--- src/rtl/conv_decoder_pkg.sv ---
// Shared constants for the conv decoder output path: default pixel format,
// saturation bounds and the accumulator state encoding.
package conv_decoder_pkg;

  localparam int DATA_W_DEF = 18;
  localparam int FRAC_W_DEF = 9;

  localparam logic signed [DATA_W_DEF-1:0] SAT_MAX = {1'b0, {(DATA_W_DEF-1){1'b1}}};
  localparam logic signed [DATA_W_DEF-1:0] SAT_MIN = {1'b1, {(DATA_W_DEF-1){1'b0}}};

  localparam logic [0:0] ST_ACCUM = 1'b0;
  localparam logic [0:0] ST_FINAL = 1'b1;

  function automatic int ch_cnt_width(input int num_ch);
    return (num_ch > 1) ? $clog2(num_ch) : 1;
  endfunction

endpackage

--- src/rtl/conv_decoder_sync_fifo.sv ---
// Small synchronous FIFO with first-word fall-through head; the head holds
// its last value while the FIFO is empty.
module conv_decoder_sync_fifo #(
  parameter int WIDTH = 18,
  parameter int DEPTH = 8,
  localparam int PTR_W = (DEPTH > 1) ? $clog2(DEPTH) : 1,
  localparam int CNT_W = $clog2(DEPTH + 1)
) (
  input  logic             clk,
  input  logic             rst,
  input  logic             push,
  input  logic             pop,
  input  logic [WIDTH-1:0] din,
  output logic [WIDTH-1:0] dout,
  output logic             full,
  output logic             empty,
  output logic [CNT_W-1:0] count
);

  logic [WIDTH-1:0] mem_q [DEPTH];
  logic [PTR_W-1:0] wr_ptr_q, wr_ptr_d;
  logic [PTR_W-1:0] rd_ptr_q, rd_ptr_d;
  logic [CNT_W-1:0] count_q, count_d;
  logic [WIDTH-1:0] hold_q, hold_d;
  logic             do_push;
  logic             do_pop;

  assign full    = (count_q == CNT_W'(DEPTH));
  assign empty   = (count_q == '0);
  assign count   = count_q;
  assign do_pop  = pop && !empty;
  assign do_push = push && (!full || do_pop);
  assign dout    = empty ? hold_q : mem_q[rd_ptr_q];

  // Pointers wrap naturally because DEPTH is a power of two.
  always_comb begin
    wr_ptr_d = wr_ptr_q;
    rd_ptr_d = rd_ptr_q;
    count_d  = count_q;
    hold_d   = hold_q;
    if (do_push) wr_ptr_d = wr_ptr_q + 1'b1;
    if (do_pop) begin
      rd_ptr_d = rd_ptr_q + 1'b1;
      hold_d   = mem_q[rd_ptr_q];
    end
    case ({do_push, do_pop})
      2'b10:   count_d = count_q + 1'b1;
      2'b01:   count_d = count_q - 1'b1;
      default: count_d = count_q;
    endcase
  end

  // NOTE: non-blocking assignments in every clocked block so all flops update
  // from pre-edge values, regardless of block ordering in simulation.
  always_ff @(posedge clk) begin
    if (!rst) begin
      wr_ptr_q <= '0;
      rd_ptr_q <= '0;
      count_q  <= '0;
      hold_q   <= '0;
    end else begin
      wr_ptr_q <= wr_ptr_d;
      rd_ptr_q <= rd_ptr_d;
      count_q  <= count_d;
      hold_q   <= hold_d;
    end
  end

  // NOTE: storage is deliberately not reset; validity is tracked by count_q,
  // and leaving the array reset-free lets it map onto plain RAM/flops.
  always_ff @(posedge clk) begin
    if (do_push) mem_q[wr_ptr_q] <= din;
  end

endmodule

--- src/rtl/conv_decoder_channel_accumulator.sv ---
// Sums NUM_CH per-channel partial pixels plus bias, saturates, applies optional
// ReLU and queues the finished pixel; back-pressures the PE array on the last channel.
module conv_decoder_channel_accumulator
  import conv_decoder_pkg::*;
#(
  parameter int DATA_W     = DATA_W_DEF,
  parameter int FRAC_W     = FRAC_W_DEF,
  parameter int NUM_CH     = 16,
  parameter int ACC_W      = DATA_W + $clog2(NUM_CH) + 1,
  parameter int FIFO_DEPTH = 8,
  localparam int CH_W      = ch_cnt_width(NUM_CH),
  localparam int CNT_W     = $clog2(FIFO_DEPTH + 1)
) (
  input  logic              clk,
  input  logic              rst,
  input  logic              in_valid,
  output logic              in_ready,
  input  logic [DATA_W-1:0] in_pixel,
  input  logic [DATA_W-1:0] bias,
  input  logic              relu_en,
  output logic              out_valid,
  input  logic              out_ready,
  output logic [DATA_W-1:0] out_pixel,
  output logic [CH_W-1:0]   ch_cnt,
  output logic              sat_seen
);

  localparam logic [CH_W-1:0] LAST_CH = CH_W'(NUM_CH - 1);
  localparam logic signed [ACC_W-1:0] SAT_HI =
    {{(ACC_W-DATA_W+1){1'b0}}, {(DATA_W-1){1'b1}}};
  localparam logic signed [ACC_W-1:0] SAT_LO =
    {{(ACC_W-DATA_W+1){1'b1}}, {(DATA_W-1){1'b0}}};

  logic [0:0]              state_q, state_d;
  logic [CH_W-1:0]         ch_cnt_q, ch_cnt_d;
  logic signed [ACC_W-1:0] acc_q, acc_d;
  logic                    sat_seen_q, sat_seen_d;

  logic                    accept;
  logic                    last_ch;
  logic                    push;
  logic                    pop;
  logic signed [ACC_W-1:0] res_wide;
  logic signed [ACC_W-1:0] pixel_ext;
  logic signed [ACC_W-1:0] bias_ext;
  logic                    fifo_full;
  logic                    fifo_empty;
  logic [CNT_W-1:0]        unused_fifo_count;

  assign last_ch   = (ch_cnt_q == LAST_CH);
  assign pixel_ext = ACC_W'($signed(in_pixel));
  assign bias_ext  = ACC_W'($signed(bias));

  // Only the closing channel needs a free FIFO slot, so FINAL can always push.
  assign in_ready  = (state_q == ST_ACCUM) && !(last_ch && fifo_full);
  assign accept    = in_valid && in_ready;

  assign out_valid = !fifo_empty;
  assign pop       = out_ready && !fifo_empty;
  assign ch_cnt    = ch_cnt_q;
  assign sat_seen  = sat_seen_q;

  always_comb begin
    state_d    = state_q;
    ch_cnt_d   = ch_cnt_q;
    acc_d      = acc_q;
    sat_seen_d = sat_seen_q;
    push       = 1'b0;
    res_wide   = acc_q;
    if (state_q == ST_FINAL) begin
      if (acc_q > SAT_HI) begin
        res_wide   = SAT_HI;
        sat_seen_d = 1'b1;
      end else if (acc_q < SAT_LO) begin
        res_wide   = SAT_LO;
        sat_seen_d = 1'b1;
      end
      // ReLU is applied after saturation and never counts as a saturation event.
      if (relu_en && res_wide[ACC_W-1]) res_wide = '0;
      push    = 1'b1;
      state_d = ST_ACCUM;
    end else if (accept) begin
      acc_d = (ch_cnt_q == '0) ? (pixel_ext + bias_ext) : (acc_q + pixel_ext);
      if (last_ch) begin
        ch_cnt_d = '0;
        state_d  = ST_FINAL;
      end else begin
        ch_cnt_d = ch_cnt_q + 1'b1;
      end
    end
  end

  always_ff @(posedge clk) begin
    if (!rst) begin
      state_q    <= ST_ACCUM;
      ch_cnt_q   <= '0;
      acc_q      <= '0;
      sat_seen_q <= 1'b0;
    end else begin
      state_q    <= state_d;
      ch_cnt_q   <= ch_cnt_d;
      acc_q      <= acc_d;
      sat_seen_q <= sat_seen_d;
    end
  end

  conv_decoder_sync_fifo #(
    .WIDTH (DATA_W),
    .DEPTH (FIFO_DEPTH)
  ) u_fifo (
    .clk   (clk),
    .rst   (rst),
    .push  (push),
    .pop   (pop),
    .din   (res_wide[DATA_W-1:0]),
    .dout  (out_pixel),
    .full  (fifo_full),
    .empty (fifo_empty),
    .count (unused_fifo_count)
  );

endmodule

--- config.mk ---
export PLATFORM = sky130hd
export DESIGN_NAME = conv_decoder_channel_accumulator
export DESIGN_NICKNAME = d
export VERILOG_FILES = /design/src/rtl/conv_decoder_pkg.sv /design/src/rtl/conv_decoder_sync_fifo.sv /design/src/rtl/conv_decoder_channel_accumulator.sv
export SDC_FILE = /design/constraint.sdc
export NUM_CORES = 1
export LEC_CHECK = 0
export CORE_ASPECT_RATIO = 0.75
export CORE_MARGIN = 2
export CORE_UTILIZATION = 39
export DETAILED_ROUTE_END_ITERATION = 7
export PLACE_DENSITY = 0.59
export SLEW_MARGIN = 20
export SYNTH_ARGS = -nofsm -noshare
export SYNTH_HDL_FRONTEND = slang
export SYNTH_HIERARCHICAL = 1
export SYNTH_SLANG_ARGS = --single-unit
--- constraint.sdc ---
create_clock -name clk -period 3.4 [get_ports clk]
set_input_delay 1.02 -clock clk [delete_from_list [all_inputs] [get_ports clk]]
set_output_delay 1.02 -clock clk [all_outputs]
set_load 0.1 [all_outputs]
## Yosys cells after proc, flatten, opt, wreduce, memory -nomap -nowiden

Memory sizes are Yosys's and may differ from the RTL's. A register that Yosys moved wholly into a read port is not among the register bits.
Index checks and enable logic that the tools add are counted.
W data, S select, Z words.

| word-level totals | value |
|---|---|
| logic and storage cells | 60 |
| bits in latches | 0 |
| bits in read-only memories | 0 |
| output and inout port bits | 25 |
| memory bits (writable) | 144 |
| memories | 1 |
| register bits after elaboration | 57 |

| operators by class | value |
|---|---|
| bitwise operators | 3 |
| eq/ne operators | 4 |
| shift-type cells | 0 |
| magnitude comparators | 2 |
| add/sub/neg operators | 7 |
| div/mod/pow operators | 0 |
| multipliers | 0 |
| mux-type cells | 17 |
| reductions and logical operators | 18 |

Memory list:

| memory | depth | width | rd ports | clocked after Yosys merged registers in | wr ports | line | RTL |
|---|---|---|---|---|---|---|---|
| u_fifo.mem_q | 8 | 18 | 1 | 1 | 1 | conv_decoder_sync_fifo.sv:20 | `logic [WIDTH-1:0] mem_q [DEPTH];` |

Operators with widths:

| cell | count |
|---|---|
| $mux W23 | 4 |
| $mux W18 | 3 |
| $add A23 B18 Y23 | 1 |
| $gt A23 B18 Y1 const B | 1 |
| $lt A23 B18 Y1 const B | 1 |
| $add A18 B18 Y19 | 1 |
| $add A4 B1 Y4 const B | 2 |
| $eq A4 B4 Y1 const B | 2 |
| $logic_not A4 Y1 | 2 |
| $pmux W4 S2 | 1 |
| $logic_and A1 B1 Y1 | 7 |
| $add A3 B1 Y3 const B | 2 |
| $mux W1 | 6 |
| $mux W3 | 2 |
| $mux W4 | 1 |
| $reduce_and A2 Y1 | 2 |
| $reduce_bool A2 Y1 | 2 |
| $sub A4 B1 Y4 const B | 1 |
| $logic_not A1 Y1 | 3 |
| $not A1 Y1 | 3 |
| $reduce_or A3 Y1 | 1 |
| $eq A2 B1 Y1 const B | 1 |
| $eq A2 B2 Y1 const B | 1 |
| $logic_or A1 B1 Y1 | 1 |

## Longest topological paths before layout

Gate-level depths: netlist of run 1.

| logic depth | value |
|---|---|
| word-level depth | 8 |
| depth in mapped cells | 15 |
| depth with buffers taken out | 11 |

## Cells and area by module

The synthesis of run 1 kept the hierarchy.

Modules (own cells, without submodules):

| module | sequential area each (sq um) | instances | area each (sq um) | cells each |
|---|---|---|---|---|
| conv_decoder_sync_fifo | 4944.7 | 1 | 6854.1 | 393 |
| conv_decoder_channel_accumulator | 580.6 | 1 | 3348.2 | 438 |

## Worst setup path before layout of run 1

Ideal clock, no wire load.

| timing | value |
|---|---|
| path type | register to register |
| from | register ch_cnt_q[0] (netlist: ch_cnt[0]) |
| to | register acc_q[2] |
| buffers on the path | 2 |
| arrival | 3.954 ns |
| library setup time | 0.116 ns |
| stages on the path, launching flop included | 9 |
| setup slack | -0.670 ns |
| cells stage by stage | dfxtp_1 > ha_1 > and3_1 > a21oi_1 > and2_1 > clkbuf_1 > clkbuf_1 > o311ai_0 > o211a_1 |

| on the way | value |
|---|---|
| longest elaborated chain between the ends | 6 |

Ends and longest elaborated chain:

| what | line | RTL |
|---|---|---|
| start, declared | conv_decoder_channel_accumulator.sv:35 | `logic [CH_W-1:0] ch_cnt_q, ch_cnt_d;` |
| start signal, assigned | conv_decoder_channel_accumulator.sv:101 | `ch_cnt_q <= ch_cnt_d;` |
| $eq A4 B4 Y1 | conv_decoder_channel_accumulator.sv:50 | `assign last_ch = (ch_cnt_q == LAST_CH);` |
| $logic_and A1 B1 Y1 | conv_decoder_channel_accumulator.sv:55 | `assign in_ready = (state_q == ST_ACCUM) && !(last_ch && fifo_full);` |
| $logic_not A1 Y1 | conv_decoder_channel_accumulator.sv:55 |  |
| $logic_and A1 B1 Y1 | conv_decoder_channel_accumulator.sv:55 |  |
| named net in_ready | conv_decoder_channel_accumulator.sv:17 | `output logic in_ready,` |
| $logic_and A1 B1 Y1 | conv_decoder_channel_accumulator.sv:56 | `assign accept = in_valid && in_ready;` |
| $reduce_and A2 Y1 (no source line) | n/a |  |
| end signal, assigned | conv_decoder_channel_accumulator.sv:97 | `acc_q <= '0;` |
| end signal, assigned | conv_decoder_channel_accumulator.sv:102 | `acc_q <= acc_d;` |
| end, declared | conv_decoder_channel_accumulator.sv:36 | `logic signed [ACC_W-1:0] acc_q, acc_d;` |

The timed path passes the listed nets, and every way through them passes these cells.
A chain may end at the register's enable or synchronous reset.

==> reports/metrics.cfg, run 1 <==
[sta]
skew_ns = 0.0110
period_needed_ns = 3.36
hold_violations = 0
finalSetupViolations = 0
maxSlewViolCount = 0
rsz0062_at_grt = true
maxSlewHeadroom = 0.433
fmax_mhz = 298
hold_slack_ns = 0.453
min_period_over_period = 0.987
tns_ns = 0
worstMarginPinSlew_ns = 0.842

[critical_path]
crit_path_end_kind = output port
path_depth = 6
r2r_end = u_fifo/count[3]
critPathLaunchType = flip-flop
critPathRequiredTime_ns = 2.38
crit_chain = buf_4, buf_16, mux4_2, mux2i_2, a21oi_2, buf_12
cp_top_family = multiplexers
r2r-start = u_fifo/count[0]
slowest_delay_ns = 0.54
slowest_stage = mux4_2
path_max_fanout = 8
ff2ff_path_depth = 12
crit_end = out_pixel[12]
r2r_setup_slack_ns = 0.51
arrival_ns = 2.34
path_class = reg2out
crit_buf_inv = 3

[finish]
drive_above_1_share = 0.250
final_net_count = 1065
syn2layout_area_growth_pct = 28.8
insertedDiodeCount = 0
final_cells = 1335
utilization = 0.508

[clock_tree]
cts_htree_levels = 1
clock-sinks = 204
cts_buffer_depth = 3
cts_root_buf = clkbuf_16
clock_latency_ns = 0.51
clkTransAtPathRegs_ns = 0.06
cts_made_buffers = 23
cts_tree = done

[logic_synthesis]
syn_area_sq_mm = 0.0102
ys_seq_elements = 204
async_flop_share = 0
synth_top_area_share = 0.424
synth_cell_types = 65
yosys.area.top_type = edfxtp_1
syn_avg_cell_area_sq_um = 12.3
syn_nets = 922
synthTopCellsByArea = edfxtp_1 42%, dfxtp_1 12%, mux4_2 7.9%
dominantRegCellSynth = edfxtp_1
yosys_warnings = 6
ys_seq_area_frac = 0.542
syn_inst = 831
synth_edf_count = 144

[route]
route.detailed.wl_per_inst_um = 18.8
ant_nets = 0
via_per_inst = 5.38
finalWirelength_um = 25100
vias = 7177
drc = 0
drtIter0Drc = 602
dr.pass1.iters = 5

[power_and_ir_drop]
ir_drop_mv = 0.353
p_leak_nw = 4.87
powerDensity_mw_per_mm2 = 467

[global_route]
grt_pass1_wl_um = 39700
gr-total-overflow = 0
antenna_found_initial = 0
grt_pass1_vias = 6892
grt_start_max_net_pins = 44
grt_use_total = 0.188

[floorplanning]
num_rows = 51
die_h_um = 144
die_area_sq_mm = 0.0275
start_util = 0.395
die-width_um = 191
core_area_sq_mm = 0.0258
ios = 66

[placed_design]
place_inst = 1287
port_buffers = 65
dpl.hpwl_um = 17500
gp_congestion = 0.878

[run_status]
status = complete, no violations

[hold_path]
hold_class = reg2reg

[job]
max-cap-violations = 0

## area by class of cell
cell class / instances / area, sq um
Tap cell: 344 / 430
Multi-Input combinational cell: 562 / 4620
Fill cell: 2241 / 12700
Inverter: 28 / 105
Clock inverter: 13 / 118
Sequential cell: 204 / 5530
Timing Repair Buffer: 155 / 1680
Clock buffer: 29 / 661
## placed cells by master (no fill, tap or decap), types with 10 or more instances in the layout
cell / Yosys / routed
edfxtp_1: 144 / 144
buf_4: 1 / 83
dfxtp_1: 60 / 59
nor2_1: 56 / 56
nand2_1: 55 / 55
a21oi_1: 68 / 54
ha_1: 47 / 47
o21ai_0: 41 / 41
clkdlybuf4s50_1: 0 / 40
mux4_2: 36 / 36
a21o_1: 33 / 33
inv_1: 28 / 28
clkbuf_16: 0 / 27
buf_12: 0 / 27
xnor2_1: 26 / 26
nand3_1: 17 / 17
a21oi_2: 0 / 14
o21ai_2: 12 / 13
xor2_1: 11 / 11
o211ai_1: 10 / 10
## power breakdown
part / switching, W / leakage, nW / internal, W
sequential: 0.0000415 / 1.80 / 0.00272
combinational: 0.000478 / 2.68 / 0.000401
clock: 0.00102 / 0.381 / 0.00147
## worst min path at each step
stage,startpoint,to,slack [ns],depth (start not counted)
2_1_floorplan,u_fifo/hold_q[10],u_fifo/hold_q[10],0.43,2
4_1_cts,u_fifo/hold_q[16],u_fifo/hold_q[16],0.46,2
6_report,u_fifo/hold_q[4],u_fifo/hold_q[4],0.45,2
3_5_place_dp,u_fifo/hold_q[16],u_fifo/hold_q[16],0.44,2
5_1_grt,u_fifo/hold_q[16],u_fifo/hold_q[16],0.48,2
3_3_place_gp,u_fifo/hold_q[9],u_fifo/hold_q[9],0.43,2
## through the flow
stage	total power, W	setup slack [ns]	instance area (sq um)
global placement	0.00368	-0.340	12100
detailed placement	0.00368	-0.431	12100
global route	0.00640	-0.0151	13100
floorplan	0.00334	-0.444	10200
finish	0.00614	0.0446	13100
CTS	0.00618	-0.0219	13000
## repair_timing
| action | in CTS | in global routing |
|---|---|---|
| resized for setup | 12 | 19 |
| hold endpoints to repair | 0 | 0 |
| buffers inserted | 0 | 4 |
| hold buffers | 0 | 0 |
| setup endpoints to repair | 10 | 18 |
| cloned | 2 | 0 |
## worst register-to-register path, delay by kind of cell (launching register included)
kind | cells | cell delay [ns]
adder cells (fa/ha/maj) | 1 | 0.33
AND/OR/NAND/NOR | 4 | 0.89
AO/OA/AOI/OAI | 4 | 0.74
flip-flops | 1 | 0.37
buffers and inverters | 3 | 0.50
## synth_stat cells (all sizes together), types with 15 or more instances
cell type    n
edfxtp     144
a21oi       69
dfxtp       60
nand2       56
nor2        56
o21ai       56
ha          47
mux4        36
a21o        33
inv         28
xnor2       26
clkbuf      22
mux2i       20
nand3       18
buf         15
## metal layers
metal  track usage  share of wire  vias up
met5             0              0        -
met4        0.0363          0.011        0
met3        0.0294          0.057       23
met2         0.263           0.41      180
met1         0.304           0.53     3519
li1              -              -     3455
## sequential cells by signal, indices dropped and copies added, names as in the netlist, named ones only
name / flops
u_fifo/hold_q: 18
u_fifo/mem_q: 144
ch_cnt: 4
state_q: 1
sat_seen: 1
acc_q: 23
u_fifo/wr_ptr_q: 3
u_fifo/count: 4
u_fifo/rd_ptr_q: 3
## cells by family (layout without fill, tap and decap cells)
family          after synthesis  count (layout)  share of synthesized area
fa+ha+maj                    50              50                     0.0635
buf+inv                      65             225                     0.0264
flops                       204             204                      0.542
compound gates              231             231                      0.151
xor+xnor                     37              37                     0.0318
mux                          56              56                     0.0991
simple gates                188             188                     0.0865
(Power assumes the default switching activity.)
==> inputs of run 2 (changes only) <==
Settings changed: CORE_MARGIN 2 to default, DONT_BUFFER_PORTS from default to 1, PLACE_DENSITY 0.59 to 0.55.
==> run 2 against run 1 <==
Sequential cell count stayed put. Combinational power is 19% lower. Global-route usage is 0.47 points lower. Utilization is 3.1 points lower. Highest routed layer unchanged. Largest cell class unchanged. Sequential power hardly changed.
==> reports/metrics.cfg, run 2 (synthesis results as in run 1) <==
[run_status]
status = complete, no violations

[placed_design]
dpl.hpwl_um = 16300
port_buffers = 0
gp_congestion = 0.880

[sta]
fmax_mhz = 300
finalSetupViolations = 0
maxSlewHeadroom = 0.303
worstMarginPinSlew_ns = 1.04
hold_slack_ns = 0.451
tns_ns = 0
hold_violations = 0
rsz0062_at_grt = true
maxSlewViolCount = 0
period_needed_ns = 3.33
skew_ns = 0.0110
min_period_over_period = 0.980

[finish]
largest-register = u_fifo/mem_q
final_common_cell = edfxtp_1
syn2layout_area_growth_pct = 18.5
regArea_sq_mm = 0.00553
largest_reg_flops = 144
reg_top3 = u_fifo/mem_q (144), acc_q (23), u_fifo/hold_q (18)
final_net_count = 968
final_cell_mix = 144 x edfxtp_1, 59 x dfxtp_1, 55 x nand2_1, 52 x nor2_1, 49 x a21oi_1
drive_above_1_share = 0.217
insertedDiodeCount = 0
fill_cells = 2279
multi_input_area_sq_mm = 0.00458

[global_route]
gr-total-overflow = 0
antenna_found_initial = 0
grt_pass1_wl_um = 37900
grt_start_max_net_pins = 43
grt_use_total = 0.183
grt_pass1_vias = 6505

[critical_path]
crit_path_end_kind = output port
critPathLaunchType = flip-flop
path_class = reg2out
path_max_fanout = 42
critPathRequiredTime_ns = 2.38
arrival_ns = 2.31

[clock_tree]
cts_buffer_depth = 3
cts_htree_levels = 1
ctsHoldBuffers = 0
cts_tree = done
clock_latency_ns = 0.50
cts_root_buf = clkbuf_16
clkTransAtPathRegs_ns = 0.06
cts_made_buffers = 22
cts_setup_buffers = 0
clock-sinks = 204

[floorplanning]
core_area_sq_mm = 0.0253
die_h_um = 142
num_rows = 50
start_util = 0.403
die_area_sq_mm = 0.0268
ios = 66
die-width_um = 189

[route]
dr.pass1.iters = 5
route.detailed.wl_per_inst_um = 19.9
ant_nets = 0
drc = 0
drtIter0Drc = 544
finalWirelength_um = 24400
vias = 6824
via_per_inst = 5.55

[hold_path]
hold_class = reg2reg

[job]
max-cap-violations = 0

[power_and_ir_drop]
p_sw_frac = 0.246
p_int_w = 0.00440
seqPwrFrac = 0.473
p_leak_nw = 4.37
powerDensity_mw_per_mm2 = 483
ir_drop_mv = 0.340
power_frac_clock = 0.405
finalPower_w = 0.00584
combPwrFrac = 0.122
p_switching_w = 0.00144

-- run 2: cell count changes in the layout (fill, tap and decap cells not counted), sizes merged --
cell           change
buf               -56
bufinv             +1
clkbuf             -2
clkdlybuf4s50     -40
inv                -2
-- run 2: final timing paths --
check,startpoint,to,slack [ns],cells past startpoint
max,u_fifo/count[0],out_pixel[8],0.07,4
min,u_fifo/hold_q[4],u_fifo/hold_q[4],0.45,2
max reg2reg,u_fifo/count[0],u_fifo/count[3],0.49,11
min reg2reg,u_fifo/hold_q[4],u_fifo/hold_q[4],0.45,2
-- run 2: worst max-delay path: stages, from the launching register on --
cell     delay [ns]
dfxtp_1        0.38
or4_2          0.73
buf_8          0.24
a21oi_2        0.24
buf_12         0.20
-- run 2: layer usage --
layer  GRT usage  vias to the layer above  part of all wire
met2       0.261                      175              0.41
li1            -                     3258                 -
met1       0.291                     3368              0.53
met5           0                        -                 0
met4      0.0331                        0             0.014
met3      0.0306                       23             0.054
-- run 2: cell type report --
cell class / instances / area share
clock buffer: 27 / 0.0488
clock inverter: 12 / 0.0102
inverter: 28 / 0.00869
multi-input combinational: 562 / 0.379
sequential: 204 / 0.457
tap: 338 / 0.0350
timing repair buffer: 59 / 0.0611
-- run 2: through the flow --
step / instance area, sq um / util / std cells / setup WS, ns
floorplan: 10200 / - / 831 / -0.444
detailed placement: 11300 / 0.444 / 1188 / 0.0569
global route: 12100 / 0.477 / 1230 / -0.0148
finish: 12100 / 0.477 / 1230 / 0.0666
global placement: 11200 / 0.444 / 1188 / 0.0715
CTS: 12000 / 0.474 / 1227 / -0.00857
-- run 2: what timing repair did --
item	CTS	global route
endpoints found under the hold margin	0	0
cloned	0	3
pin swaps	1	0
setup endpoints to repair	11	17
gates resized for setup	11	6
-- run 2: power groups by stage --
| stage | logic, W | clock network [W] | registers [W] |
|---|---|---|---|
| 2_1_floorplan | 0.000525 | 0 | 0.00281 |
| 3_3_place_gp | 0.000708 | 0 | 0.00282 |
| 3_5_place_dp | 0.000702 | 0 | 0.00282 |
| 4_1_cts | 0.000708 | 0.00243 | 0.00276 |
| 5_1_grt | 0.000798 | 0.00251 | 0.00277 |
| 6_report | 0.000713 | 0.00236 | 0.00276 |
==> inputs of run 3 (changes only) <==
Settings changed: SLEW_MARGIN 20 to default.
==> run 3 against run 2 <==
Utilization decreased by 0.31 points. Maximum frequency grew 0.23%. Worst setup slack improved by 0.0077 ns. Total power shrank 3.4%. Die area is the same. Critical path depth increased by 1. Clock power is 8% lower. Clock skew up 0.0042 ns. Clock-buffer cell count shrank 1. Worst hold slack improved by 0.00067 ns. Register-to-register slack lost 0.03 ns. Global-route usage hardly changed. Critical endpoint is now out_pixel[12].
==> reports/metrics.cfg, run 3 (synthesis results as in run 1) <==
[sta]
finalSetupViolations = 0
tns_ns = 0
hold_violations = 0
fmax_mhz = 301
period_needed_ns = 3.33
skew_ns = 0.0152
maxSlewViolCount = 0
rsz0062_at_grt = true
maxSlewHeadroom = 0.149
min_period_over_period = 0.978
fin_ws_ns = 0.0744
worstMarginPinSlew_ns = 1.27

[critical_path]
slowest_stage = or4_2
crit_end = out_pixel[12]
path_class = reg2out
slowest_delay_ns = 0.73
crit_chain = or4_2, buf_8, nor2_1, a21oi_4, buf_12
arrival_ns = 2.31
critPathRequiredTime_ns = 2.38
r2r-start = u_fifo/count[0]
crit_buf_inv = 2
path_max_fanout = 42
cp_top_family = simple AND/OR/NAND/NOR gates
critPathLaunch = u_fifo/count[0]
critPathLaunchType = flip-flop
r2r_setup_slack_ns = 0.46
r2r_end = u_fifo/count[3]
ff2ff_path_depth = 11
crit_path_end_kind = output port
path_depth = 5

[route]
route.detailed.wl_per_inst_um = 20.0
drtIter0Drc = 462
ant_nets = 0
finalWirelength_um = 24500
dr.pass1.iters = 5
drc = 0
via_per_inst = 5.54
vias = 6803

[placed_design]
place_inst = 1188
gp_congestion = 0.880
dpl_worst_slack_ns = 0.0292
dpl.hpwl_um = 16300
port_buffers = 0

[floorplanning]
die_area_sq_mm = 0.0268
ios = 66
core_area_sq_mm = 0.0253
num_rows = 50
die_h_um = 142
start_util = 0.403
die-width_um = 189

[finish]
syn2layout_area_growth_pct = 17.8
final_net_count = 967
drive_above_1_share = 0.210
insertedDiodeCount = 0
fill_cells = 2335
final_cell_mix = 144 x edfxtp_1, 59 x dfxtp_1, 55 x nand2_1, 53 x nor2_1, 49 x a21oi_1
final_common_cell = edfxtp_1
largest-register = u_fifo/mem_q
reg_top3 = u_fifo/mem_q (144), acc_q (23), u_fifo/hold_q (18)
final_cells = 1229
largest_reg_flops = 144

[clock_tree]
cts_tree = done
cts_htree_levels = 1
clkTransAtPathRegs_ns = 0.06
clock-sinks = 204
cts_root_buf = clkbuf_16
clock_latency_ns = 0.50
ctsHoldBuffers = 0
cts_buffer_depth = 3
cts_made_buffers = 21

[run_status]
status = complete, no violations

[job]
max-cap-violations = 0

[power_and_ir_drop]
powerDensity_mw_per_mm2 = 470
p_leak_nw = 4.33
p_switching_w = 0.00141
ir_drop_mv = 0.335
seqPwrFrac = 0.490
p_sw_frac = 0.250
combPwrFrac = 0.126
power_frac_clock = 0.384
p_int_w = 0.00423

[global_route]
grt_start_max_net_pins = 43
antenna_found_initial = 0
grt_pass1_wl_um = 38000
grt_pass1_vias = 6478
grt_use_total = 0.183
gr-total-overflow = 0

[hold_path]
hold_class = reg2reg

run 3: worst min path at each step:
stage,endpoint,from,slack [ns],cells after the start
after floorplan,u_fifo/hold_q[10],u_fifo/hold_q[10],0.43,2
after global placement,u_fifo/hold_q[4],u_fifo/hold_q[4],0.43,2
after detailed placement,u_fifo/hold_q[3],u_fifo/hold_q[3],0.44,2
after CTS,u_fifo/hold_q[3],u_fifo/hold_q[3],0.46,2
after global routing,u_fifo/hold_q[12],u_fifo/hold_q[12],0.48,2
final,u_fifo/hold_q[3],u_fifo/hold_q[3],0.45,2
run 3: per-layer routing:
layer | share of wire | global-route usage
met5 | 0 | 0
met4 | 0.013 | 0.0289
met3 | 0.053 | 0.0350
met2 | 0.40 | 0.257
met1 | 0.53 | 0.293
run 3: layout make-up:
type                    instances  area, sq um  share of cell area
repair buffers                 59          739              0.0615
well taps                     338          423              0.0352
clock buffers                  26          544              0.0453
multi-input cells             562         4580               0.382
flip-flops and latches        204         5530               0.460
inverters                      28          105             0.00875
clock inverters                12         91.3             0.00760
run 3: timing repair:
item                       in CTS  in global routing
pin swaps                       1                  0
resized for setup              11                  6
buffers inserted                0                  0
setup endpoints to repair       9                 17
gates cloned                    0                  3
run 3: power groups by stage:
stage | clock network, W | logic, W | registers (W)
after detailed placement | 0 | 0.000702 | 0.00282
after CTS | 0.00222 | 0.000707 | 0.00276
final | 0.00217 | 0.000711 | 0.00276
after global placement | 0 | 0.000708 | 0.00282
after global routing | 0.00231 | 0.000793 | 0.00277
after floorplan | 0 | 0.000525 | 0.00281
run 3: stage by stage:
step	power [W]	area (sq um)	utilization	hold WS, ns
final	0.00564	12000	0.474	0.452
after floorplan	0.00334	10200	-	0.426
after CTS	0.00569	11900	0.471	0.456
after global placement	0.00353	11200	0.444	0.434
after detailed placement	0.00352	11200	0.444	0.441
after global routing	0.00587	12000	0.474	0.476
run 3: worst reg2reg max path, cell delays in order, from the launching register on:
cell     delay (ns)
dfxtp_1        0.37
or4_2          0.73
inv_1          0.11
nor2b_1        0.12
nor2b_1        0.17
nand2_1        0.15
inv_1          0.08
ha_1           0.34
a21oi_1        0.13
a211o_1        0.34
a21o_1         0.17
a31oi_1        0.14
